File: src/rtl/spi_rx_deser_pkg.sv
// Shared constants for the SPI receive deserializer: word size, synchronizer depth
// and the bit layout of the synchronized {from_device, sclk_n, cs_n} bundle.
package spi_rx_deser_pkg;

    localparam int PKG_SIZE_DEF    = 16;
    localparam int SYNC_STAGES_DEF = 2;

    localparam int SYNC_W   = 3;
    localparam int DIN_BIT  = 2;
    localparam int SCLK_BIT = 1;
    localparam int CS_BIT   = 0;

    // Serial clock and chip select idle high; data idles low.
    localparam logic [SYNC_W-1:0] SYNC_RST = 3'b011;

    function automatic int cnt_width(input int n);
        return $clog2(n + 1);
    endfunction

endpackage

File: src/rtl/spi_rx_deser_sync_pipe.sv
// Reset-clearable flop chain with a per-bit reset value; used to synchronize and
// equally delay the serial inputs.
module sync_pipe #(
    parameter int               WIDTH   = 1,
    parameter int               STAGES  = 2,
    parameter logic [WIDTH-1:0] RST_VAL = '0
) (
    input  logic             clk,
    input  logic             rst,
    input  logic [WIDTH-1:0] d,
    output logic [WIDTH-1:0] q
);

    logic [STAGES-1:0][WIDTH-1:0] stage_q;
    logic [STAGES-1:0][WIDTH-1:0] stage_d;

    always_comb begin
        stage_d[0] = d;
        for (int i = 1; i < STAGES; i++) begin
            stage_d[i] = stage_q[i-1];
        end
    end

    // NOTE: sequential state uses non-blocking assignments so every stage samples
    // its neighbour's pre-edge value regardless of statement order.
    always_ff @(posedge clk) begin
        if (rst) begin
            stage_q <= {STAGES{RST_VAL}};
        end else begin
            stage_q <= stage_d;
        end
    end

    assign q = stage_q[STAGES-1];

endmodule

File: src/rtl/spi_rx_deser.sv
// Receive-side SPI deserializer: samples from_device on sclk_n falling edges inside a
// cs_n-low frame, assembles MSB-first words and offers them on a valid/ready register.
module spi_rx_deser
    import spi_rx_deser_pkg::*;
#(
    parameter int PKG_SIZE    = PKG_SIZE_DEF,
    parameter int SYNC_STAGES = SYNC_STAGES_DEF
) (
    input  logic                clk,
    input  logic                rst,
    input  logic                sclk_n,
    input  logic                cs_n,
    input  logic                from_device,
    output logic [PKG_SIZE-1:0] rx_data,
    output logic                rx_valid,
    input  logic                rx_ready,
    output logic                overrun,
    output logic                frame_err
);

    localparam int CNT_W = cnt_width(PKG_SIZE);

    typedef enum logic [1:0] {
        IDLE    = 2'd0,
        SHIFT   = 2'd1,
        WAIT_CS = 2'd2
    } state_e;

    logic [SYNC_W-1:0] sync_out;
    logic              din_s, sclk_s, cs_s, smp;

    sync_pipe #(
        .WIDTH  (SYNC_W),
        .STAGES (SYNC_STAGES),
        .RST_VAL(SYNC_RST)
    ) u_sync (
        .clk(clk),
        .rst(rst),
        .d  ({from_device, sclk_n, cs_n}),
        .q  (sync_out)
    );

    assign din_s  = sync_out[DIN_BIT];
    assign sclk_s = sync_out[SCLK_BIT];
    assign cs_s   = sync_out[CS_BIT];

    // The shift register keeps only the first PKG_SIZE-1 bits; the final bit is taken
    // straight from din_s when the word completes.
    state_e              state_q, state_d;
    logic [CNT_W-1:0]    bit_cnt_q, bit_cnt_d;
    logic [PKG_SIZE-2:0] shreg_q, shreg_d;
    logic [PKG_SIZE-1:0] rx_data_q, rx_data_d;
    logic                rx_valid_q, rx_valid_d;
    logic                overrun_q, overrun_d;
    logic                frame_err_q, frame_err_d;
    logic                sclk_p_q;

    assign smp = sclk_p_q & ~sclk_s & ~cs_s;

    // NOTE: every signal gets a default before the case so no latch is inferred.
    always_comb begin
        state_d     = state_q;
        bit_cnt_d   = bit_cnt_q;
        shreg_d     = shreg_q;
        rx_data_d   = rx_data_q;
        rx_valid_d  = rx_valid_q;
        overrun_d   = 1'b0;
        frame_err_d = 1'b0;

        if (rx_valid_q && rx_ready) begin
            rx_valid_d = 1'b0;
        end

        unique case (state_q)
            IDLE: begin
                if (!cs_s) begin
                    state_d   = SHIFT;
                    bit_cnt_d = '0;
                end
            end
            SHIFT: begin
                if (cs_s) begin
                    frame_err_d = 1'b1;
                    state_d     = IDLE;
                end else if (smp) begin
                    shreg_d   = {shreg_q[PKG_SIZE-3:0], din_s};
                    bit_cnt_d = bit_cnt_q + CNT_W'(1);
                    if (bit_cnt_q == CNT_W'(PKG_SIZE - 1)) begin
                        state_d = WAIT_CS;
                        if (!rx_valid_q || rx_ready) begin
                            rx_data_d  = {shreg_q, din_s};
                            rx_valid_d = 1'b1;
                        end else begin
                            overrun_d = 1'b1;
                        end
                    end
                end
            end
            WAIT_CS: begin
                if (cs_s) begin
                    state_d = IDLE;
                end
            end
            default: state_d = IDLE;
        endcase
    end

    // NOTE: the whole datapath is reset, including the shift register, so a frame
    // interrupted by rst leaves no stale bits behind.
    always_ff @(posedge clk) begin
        if (rst) begin
            state_q     <= IDLE;
            bit_cnt_q   <= '0;
            shreg_q     <= '0;
            rx_data_q   <= '0;
            rx_valid_q  <= 1'b0;
            overrun_q   <= 1'b0;
            frame_err_q <= 1'b0;
            sclk_p_q    <= 1'b1;
        end else begin
            state_q     <= state_d;
            bit_cnt_q   <= bit_cnt_d;
            shreg_q     <= shreg_d;
            rx_data_q   <= rx_data_d;
            rx_valid_q  <= rx_valid_d;
            overrun_q   <= overrun_d;
            frame_err_q <= frame_err_d;
            sclk_p_q    <= sclk_s;
        end
    end

    assign rx_data   = rx_data_q;
    assign rx_valid  = rx_valid_q;
    assign overrun   = overrun_q;
    assign frame_err = frame_err_q;

endmodule

File: config.mk
export PLATFORM = sky130hd
export DESIGN_NAME = spi_rx_deser
export DESIGN_NICKNAME = d
export VERILOG_FILES = /design/src/rtl/spi_rx_deser_pkg.sv /design/src/rtl/spi_rx_deser_sync_pipe.sv /design/src/rtl/spi_rx_deser.sv
export SDC_FILE = /design/constraint.sdc
export NUM_CORES = 1
export LEC_CHECK = 0
export CAP_MARGIN = 10
export CORE_ASPECT_RATIO = 1.25
export CORE_MARGIN = 4
export CORE_UTILIZATION = 55
export CTS_BUF_LIST = sky130_fd_sc_hd__clkbuf_8
export DETAILED_ROUTE_END_ITERATION = 7
export HOLD_SLACK_MARGIN = 0.05
export PLACE_DENSITY = 0.77
export SYNTH_ARGS = -nofsm -noshare
export SYNTH_HDL_FRONTEND = slang
export SYNTH_SLANG_ARGS = --single-unit
File: constraint.sdc
create_clock -name clk -period 2.49 [get_ports clk]
set_input_delay 0.498 -clock clk [delete_from_list [all_inputs] [get_ports clk]]
set_output_delay 0.498 -clock clk [all_outputs]
set_load 0.005 [all_outputs]
# Yosys cells after proc, flatten, opt, wreduce, memory -nomap -nowiden
# Cells that the tools add are included.
[classes]
addsub = 1
eq_ne = 9
muxes = 18
n_bitwise = 7
n_reduce_logical = 11
[op_table]
columns = ["operator", "n"]
rows = [
  ["5-bit two-way mux", 3],
  ["2-bit two-way mux", 5],
  ["5-bit case mux with 2 select lines", 1],
  ["1-bit two-way mux", 8],
  ["4-bit AND reduction", 2],
  ["2-bit inequality test, second input constant", 3],
  ["3-bit by 2-bit inequality test with 1-bit output, second input constant", 2],
  ["2-bit case mux with 3 select lines", 1],
  ["5-bit by 1-bit adder with 5-bit output, second input constant", 1],
  ["5-bit by 4-bit equality test with 1-bit output, second input constant", 1],
  ["1-bit NOT", 5],
  ["5-bit AND reduction", 1],
  ["5-bit OR reduction", 1],
  ["3-bit AND reduction", 1],
  ["1-bit AND", 2],
  ["2-bit by 1-bit equality test with 1-bit output, second input constant", 1],
  ["2-bit equality test, second input constant", 1],
  ["2-bit zero test", 1],
  ["2-bit by 1-bit inequality test with 1-bit output, second input constant", 1],
  ["2-bit nonzero test", 1],
  ["2-bit OR reduction", 1],
  ["1-bit logical AND", 1],
  ["1-bit zero test", 1],
  ["1-bit logical OR", 1],
]
[word_totals]
register_bits = 48

# Depth between registers and ports, before layout
# Gate-level depths: netlist of the first run.
[depth]
ltp_word = 7
depth_mapped = 8
depth_no_buf = 7

# Modules after synthesis
# From an unflattened synthesis of the first run, not the netlist that was laid out.
[hier_totals]
cells_unflattened = 200
hier_area_um2 = 1750.4
[modules_own_cells]
columns = ["module", "instances", "cells_each", "area_each_um2", "seq_area_each_um2"]
rows = [
  ["spi_rx_deser", 1, 188, 1592.8, 840.8],
  ["sync_pipe", 1, 12, 157.7, 120.1],
]

# Worst setup path after synthesis of the first run
# No wires, ideal clock.
[synth_timing]
path_kind = "reg2reg"
startpoint = "register bit_cnt_q[0]"
endpoint = "register rx_data_q[10], in the netlist rx_data[10]"
setup_time_ns = 0.069
arrival_ns = 1.665
required_time_ns = 2.421
path_slack_ns = 0.756
path_stages_with_launch = 9
cell_sequence = "dfxtp_1 -> ha_1 -> and3_1 -> ha_1 -> nand2b_1 -> nor4b_4 -> buf_6 -> nand2_1 -> a21oi_2"
[synth_via]
elab_chain_len = 2
[synth_lines]
columns = ["item", "line_no", "rtl"]
rows = [
  ["from (decl)", "spi_rx_deser.sv:50", "logic [CNT_W-1:0] bit_cnt_q, bit_cnt_d;"],
  ["from (signal assigned)", "spi_rx_deser.sv:122", "bit_cnt_q <= bit_cnt_d;"],
  ["5-bit by 4-bit equality test with 1-bit output", "spi_rx_deser.sv:88", "if (bit_cnt_q == CNT_W'(PKG_SIZE - 1)) begin"],
  ["5-bit AND reduction (no line)", "--", ""],
  ["to (signal assigned)", "spi_rx_deser.sv:124", "rx_data_q <= rx_data_d;"],
  ["to (decl)", "spi_rx_deser.sv:52", "logic [PKG_SIZE-1:0] rx_data_q, rx_data_d;"],
]
# No other way between the ends.
# A chain may end at the register's enable or synchronous reset.

# Final worst setup path of the first run
[layout_timing]
startpoint = "register bit_cnt_q[0]"
endpoint = "register rx_data_q[5], in the netlist rx_data[5]"
# Same word-level chain as after synthesis.

==> results of run 1 <==
## sequential cells by signal, summed over array words and instances, names as in the netlist
register        count
overrun             1
u_sync.q            3
frame_err           1
shreg_q            15
sclk_p_q            1
state_q             2
u_sync.stage_d      3
rx_data            16
bit_cnt_q           5
rx_valid            1
## area by class of cell
cell class                 count  area share (%)
inverter                       1           0.173
clock inverter                 1            1.38
sequential                    48            44.3
clock buffer                   7            4.44
multi-input combinational    137            34.9
timing repair buffer          27            12.7
tap                           36            2.08
## power groups by stage
stage / clock network [W] / registers [W] / logic (W)
floorplan: 0 / 0.000793 / 0.0000224
global placement: 0 / 0.000794 / 0.0000362
detailed placement: 0 / 0.000794 / 0.0000371
CTS: 0.000612 / 0.000776 / 0.0000372
global route: 0.000644 / 0.000777 / 0.0000402
finish: 0.000596 / 0.000776 / 0.0000370
## per-layer routing
layer / GRT usage (%) / part of all wire (%)
met5: 0 / 0
met4: 7.05 / 2.2
met3: 5.41 / 4.9
met2: 29.7 / 50
met1: 20.3 / 43
## synth_stat cells (all sizes together)
library cell	number
nand2	63
nand3	2
nor3b	2
or3b	1
dfxtp	48
inv	1
ha	2
nor4b	2
nor2b	3
nand2b	5
nand4b	1
nand4	1
and3	1
o21bai	1
nor2	4
a211oi	1
buf	3
nor3	1
xnor2	2
mux2i	1
a311oi	2
clkbuf	6
a21oi	36
or2	6
## kinds of logic (layout without fill, tap and decap cells)
kind of cell,Yosys count,in the layout,synth area share (%)
AO/OA/AOI/OAI,40,40,14.2
adder cells (fa/ha/maj),2,2,1.42
buffers and inverters,10,36,2.69
AND/OR/NAND/NOR,92,92,25.8
flip-flops,48,48,54.4
XOR/XNOR,2,2,0.992
multiplexers,1,1,0.567
## critical path: stages (launching register included)
cell and delay [ns]:
dfxtp_1 0.37, ha_1 0.21, and3_1 0.17, ha_1 0.24
nand2b_1 0.12, nor4b_4 0.21, buf_4 0.23, nand2_1 0.07
a21oi_1 0.16
## worst max-delay path by stage
stage                      start           end  slack (ns)  cells after the start
finish              bit_cnt_q[0]    rx_data[5]        0.62                      8
global route        bit_cnt_q[0]    rx_data[5]        0.44                      8
CTS                 bit_cnt_q[0]    rx_data[5]        0.61                      8
detailed placement           rst  bit_cnt_q[2]        0.60                      3
global placement             rst  bit_cnt_q[2]        0.61                      3
floorplan           bit_cnt_q[0]   rx_data[10]        0.76                      8
## per-stage QoR
step                std cells  hold WS [ns]
floorplan                 195         0.389
global placement          249         0.392
detailed placement        249         0.403
CTS                       257         0.423
global route              257         0.448
finish                    257         0.419
==> reports/results.ini, run 1 <==
[outcome]
status=finished, final reports clean

[clock_tree]
cts.sink_count=48
clkLatencyLatePin_ns=0.30
clk_pin_slew_worst_paths_ns=0.08
cts.htree.levels=2
ctsResizeCount=0
clock_path_buffers=2
cts_tree=done
post_cts_buffers=0
holdBufCountCts=0
cts_made_buffers=5
ctsRootBufferMaster=clkbuf_8

[critical_path]
cp.required_ns=2.71
rrSetupSlack_ns=0.62
start_kind=flop
r2r_start=bit_cnt_q[0]
rr_endpoint=rx_data[5]
end_kind=flop
crit_type=flop to flop
crit_fanout=16
r2r_cells=8
arrival_ns=2.09

[global_route]
grt_pass1_vias=1267
grt_overflow=0
antenna_found_initial=0
grt_max_degree=32
gr-usage-all-layers_pct=17.5
grt_pass1_wl_um=5620

[synthesis]
yosysTopAreaCellShare_pct=54.4
synth_cell_types=29
synth_top_cell_by_area=dfxtp_1
synthesis.area_mm2=0.00177
synthTopCellsByArea=dfxtp_1 (54%), nand2_1 (13%), a21oi_1 (7.4%), a21oi_2 (5.0%), or2_2 (2.1%)
ys_seq_elements=48
syn_nets=203
ys_warn_count=0
syn_avg_cell_area_um2=9.06
syn_inst=195
ys_seq_area_share_pct=54.4

[layout]
diodes=0
nFillCells=238
layout.cells.most_common=nand2_1
layout_common_cells=nand2_1 (63), dfxtp_1 (48), a21oi_1 (26)
nets=228
area_growth_pct=22.8
finalInstanceArea_mm2=0.00217
drive_above_1_share_pct=14.5
final_core_util_pct=72.3
seqCellArea_um2=961
multi_input_area_um2=758

[pwr]
vdd_drop_max_v=0.000516
pwr-share-seq_pct=55.1
p_int_w=0.00114
power_leakage_nw=0.709
power_density_mw_per_mm2=650
clock_power_share_pct=42.3
p_total_w=0.00141
net-switching-power_w=0.000266
p_comb_share_pct=2.6
swShare_pct=18.9

[die]
core-area_mm2=0.00300
die_w_um=58.7
initial_utilization_pct=58.9
die_h_um=71.4
io_pins=25
rows=22
die_area_mm2=0.00419

[drt]
wl_per_cell_um=12.6
postRouteAntennaNets=0
vias=1338
drt-vias-per-instance=5.21
remaining_drc_errors=0
dr.pass1.iters=4
drtIter0Drc=56
wl_um=3230

[placement]
place_ws_ns=0.596
gp_congestion=0.825
port_buffers=24
place_area_mm2=0.00204
hpwlAfterDp_um=2290

[worst_hold_path]
min_path_type=flop to flop
worstHoldEndpoint=u_sync.q[1]
holdPathStages=1
hp-start=u_sync.stage_d[4]

[sta]
skew_ns=0.00522
max_slew.worst_pin.slew_ns=0.654
min_period_over_period_pct=75.0
fin_tns_setup_ns=0
period_minus_slack_ns=1.87
hold_viol=0
slew_headroom_pct=56.3
rsz0062_at_grt=false
maxSlewViolCount=0
max_freq_ghz=0.535
setup_viol=0
worst_slack_ns=0.621

[run]
drv_cap=0

No activity file was read; power rests on OpenSTA's default activity.
==> inputs of run 2 (changes only) <==
==> constraint.sdc (replaced) <==
create_clock -name clk -period 1.83 [get_ports clk]
set_input_delay 0.366 -clock clk [delete_from_list [all_inputs] [get_ports clk]]
set_output_delay 0.366 -clock clk [all_outputs]
set_load 0.005 [all_outputs]
==> run 2 against run 1 <==
Non-clock buffer count rose by 4. First-iteration DRC count increased by 1.8%. Clock-buffer cell count decreased by 1. Clock power rose by 4.2%. Critical path depth is the same. Core utilization is 0.38 points higher. Sequential power is 37% higher. Combinational power rose by 32%. Design area is 0.52% higher. Critical endpoint is now rx_data[2]. Largest cell class unchanged. Highest routed layer unchanged.
==> reports/results.ini, run 2 (synthesis results as in run 1) <==
[global_route]
gr-usage-all-layers_pct=17.9
use_met2_pct=29.4
busiest_layer=met2
grt_use_met1_pct=19.4
grt_max_degree=33
antenna_found_initial=0
grt_pass1_vias=1360
grt_pass1_wl_um=5710
met3_usage_pct=5.95
grt_overflow=0

[clock_tree]
clock_path_buffers=2
cts_made_buffers=5
cts.htree.levels=2
clk_pin_slew_worst_paths_ns=0.08
holdBufCountCts=0
cts_tree=done
cts.sink_count=48
ctsResizeCount=0
clkLatencyLatePin_ns=0.30
post_cts_buffers=0
ctsRootBufferMaster=clkbuf_8

[pwr]
power_leakage_nw=0.721
pwr-share-seq_pct=61.2
p_comb_share_pct=2.8
swShare_pct=20.6
clock_power_share_pct=36.0
vdd_drop_max_v=0.000769
power_density_mw_per_mm2=791
p_int_w=0.00137
net-switching-power_w=0.000356

[sta]
max_freq_ghz=0.588
setup_viol=0
slew_headroom_pct=75.0
min_period_over_period_pct=92.9
max_slew.worst_pin.slew_ns=0.375
skew_ns=0.00517
rsz0062_at_grt=false
maxSlewViolCount=0
fin_tns_setup_ns=0
hold_viol=0
worst_slack_ns=0.131
period_minus_slack_ns=1.70

[critical_path]
start_kind=flop
crit_chain=ha_2 > and3_1 > ha_1 > nand2b_1 > nor4b_4 > buf_12 > nand2_1 > a21oi_1
critPathMaxStageDelay_ns=0.35
crit_fanout=16
cp.required_ns=2.06
arrival_ns=1.93
rrSetupSlack_ns=0.13
crit_type=flop to flop
end_kind=flop
cp_slowest_cell=dfxtp_2

[layout]
nets=232
final_cell_count_no_fill=261
area_growth_pct=23.4
drive_above_1_share_pct=16.4
layout_common_cells=nand2_1 (63), dfxtp_1 (46), a21oi_1 (26)
layout.cells.most_common=nand2_1
seqCellArea_um2=963
multi_input_area_um2=761
largest_reg_flops=16
final_core_util_pct=72.7
finalInstanceArea_mm2=0.00218
diodes=0
nFillCells=231

[run]
drv_cap=0

[die]
initial_utilization_pct=58.9
io_pins=25
die_w_um=58.7
rows=22
core-area_mm2=0.00300
die_area_mm2=0.00419
die_h_um=71.4

[placement]
port_buffers=24
place_ws_ns=0.0903
hpwlAfterDp_um=2330
place_area_mm2=0.00209
gp_congestion=0.790
place_inst=253

[drt]
remaining_drc_errors=0
postRouteAntennaNets=0
vias=1403
drt-vias-per-instance=5.38
dr.pass1.iters=4
wl_um=3280
drtIter0Drc=57
wl_per_cell_um=12.6

[outcome]
status=finished, final reports clean

[worst_hold_path]
min_path_type=flop to flop

==> run 2: changes by cell type in the layout (fill, tap and decap cells not counted), sizes merged <==
| cell | delta |
|---|---|
| buf | +4 |
| bufinv | -1 |
| clkbuf | -1 |
| inv | +2 |
==> run 2: final timing paths <==
kind                          start           to  cells past startpoint
setup / recovery       bit_cnt_q[0]   rx_data[2]                      8
hold / removal    u_sync.stage_d[4]  u_sync.q[1]                      1
setup reg to reg       bit_cnt_q[0]   rx_data[2]                      8
hold reg to reg   u_sync.stage_d[4]  u_sync.q[1]                      1
==> run 2: worst max-delay path, delay by kind of cell (launching register included) <==
| kind | cells | cell delay [ns] |
|---|---|---|
| AO/OA/AOI/OAI | 1 | 0.14 |
| adder cells (fa/ha/maj) | 2 | 0.36 |
| buffers and inverters | 1 | 0.18 |
| AND/OR/NAND/NOR | 4 | 0.59 |
| flip-flops | 1 | 0.35 |
==> run 2: metrics by stage <==
stage	power, W	hold WS, ns
after floorplan	0.00111	0.389
after global placement	0.00113	0.392
after detailed placement	0.00113	0.393
after CTS	0.00175	0.412
after global routing	0.00179	0.433
final	0.00173	0.411
==> run 2: power by group through the flow <==
stage / clock [W] / combinational (W) / sequential, W
6_report: 0.000621 / 0.0000487 / 0.00106
5_1_grt: 0.000684 / 0.0000529 / 0.00106
4_1_cts: 0.000642 / 0.0000491 / 0.00106
3_5_place_dp: 0 / 0.0000489 / 0.00108
3_3_place_gp: 0 / 0.0000473 / 0.00108
2_1_floorplan: 0 / 0.0000305 / 0.00108
==> run 2: area by class of cell <==
class | instances | share of cell area, %
Inverter | 1 | 0.172
Clock inverter | 2 | 0.344
Clock buffer | 6 | 3.79
Multi-Input combinational cell | 137 | 34.9
Tap cell | 36 | 2.07
Sequential cell | 48 | 44.2
Timing Repair Buffer | 31 | 14.6
==> run 2: layer usage <==
layer	vias to the layer above	share of wire [%]
met3	6	5.1
met1	661	40
met4	0	2.0
met2	35	53
met5	-	0
li1	701	-
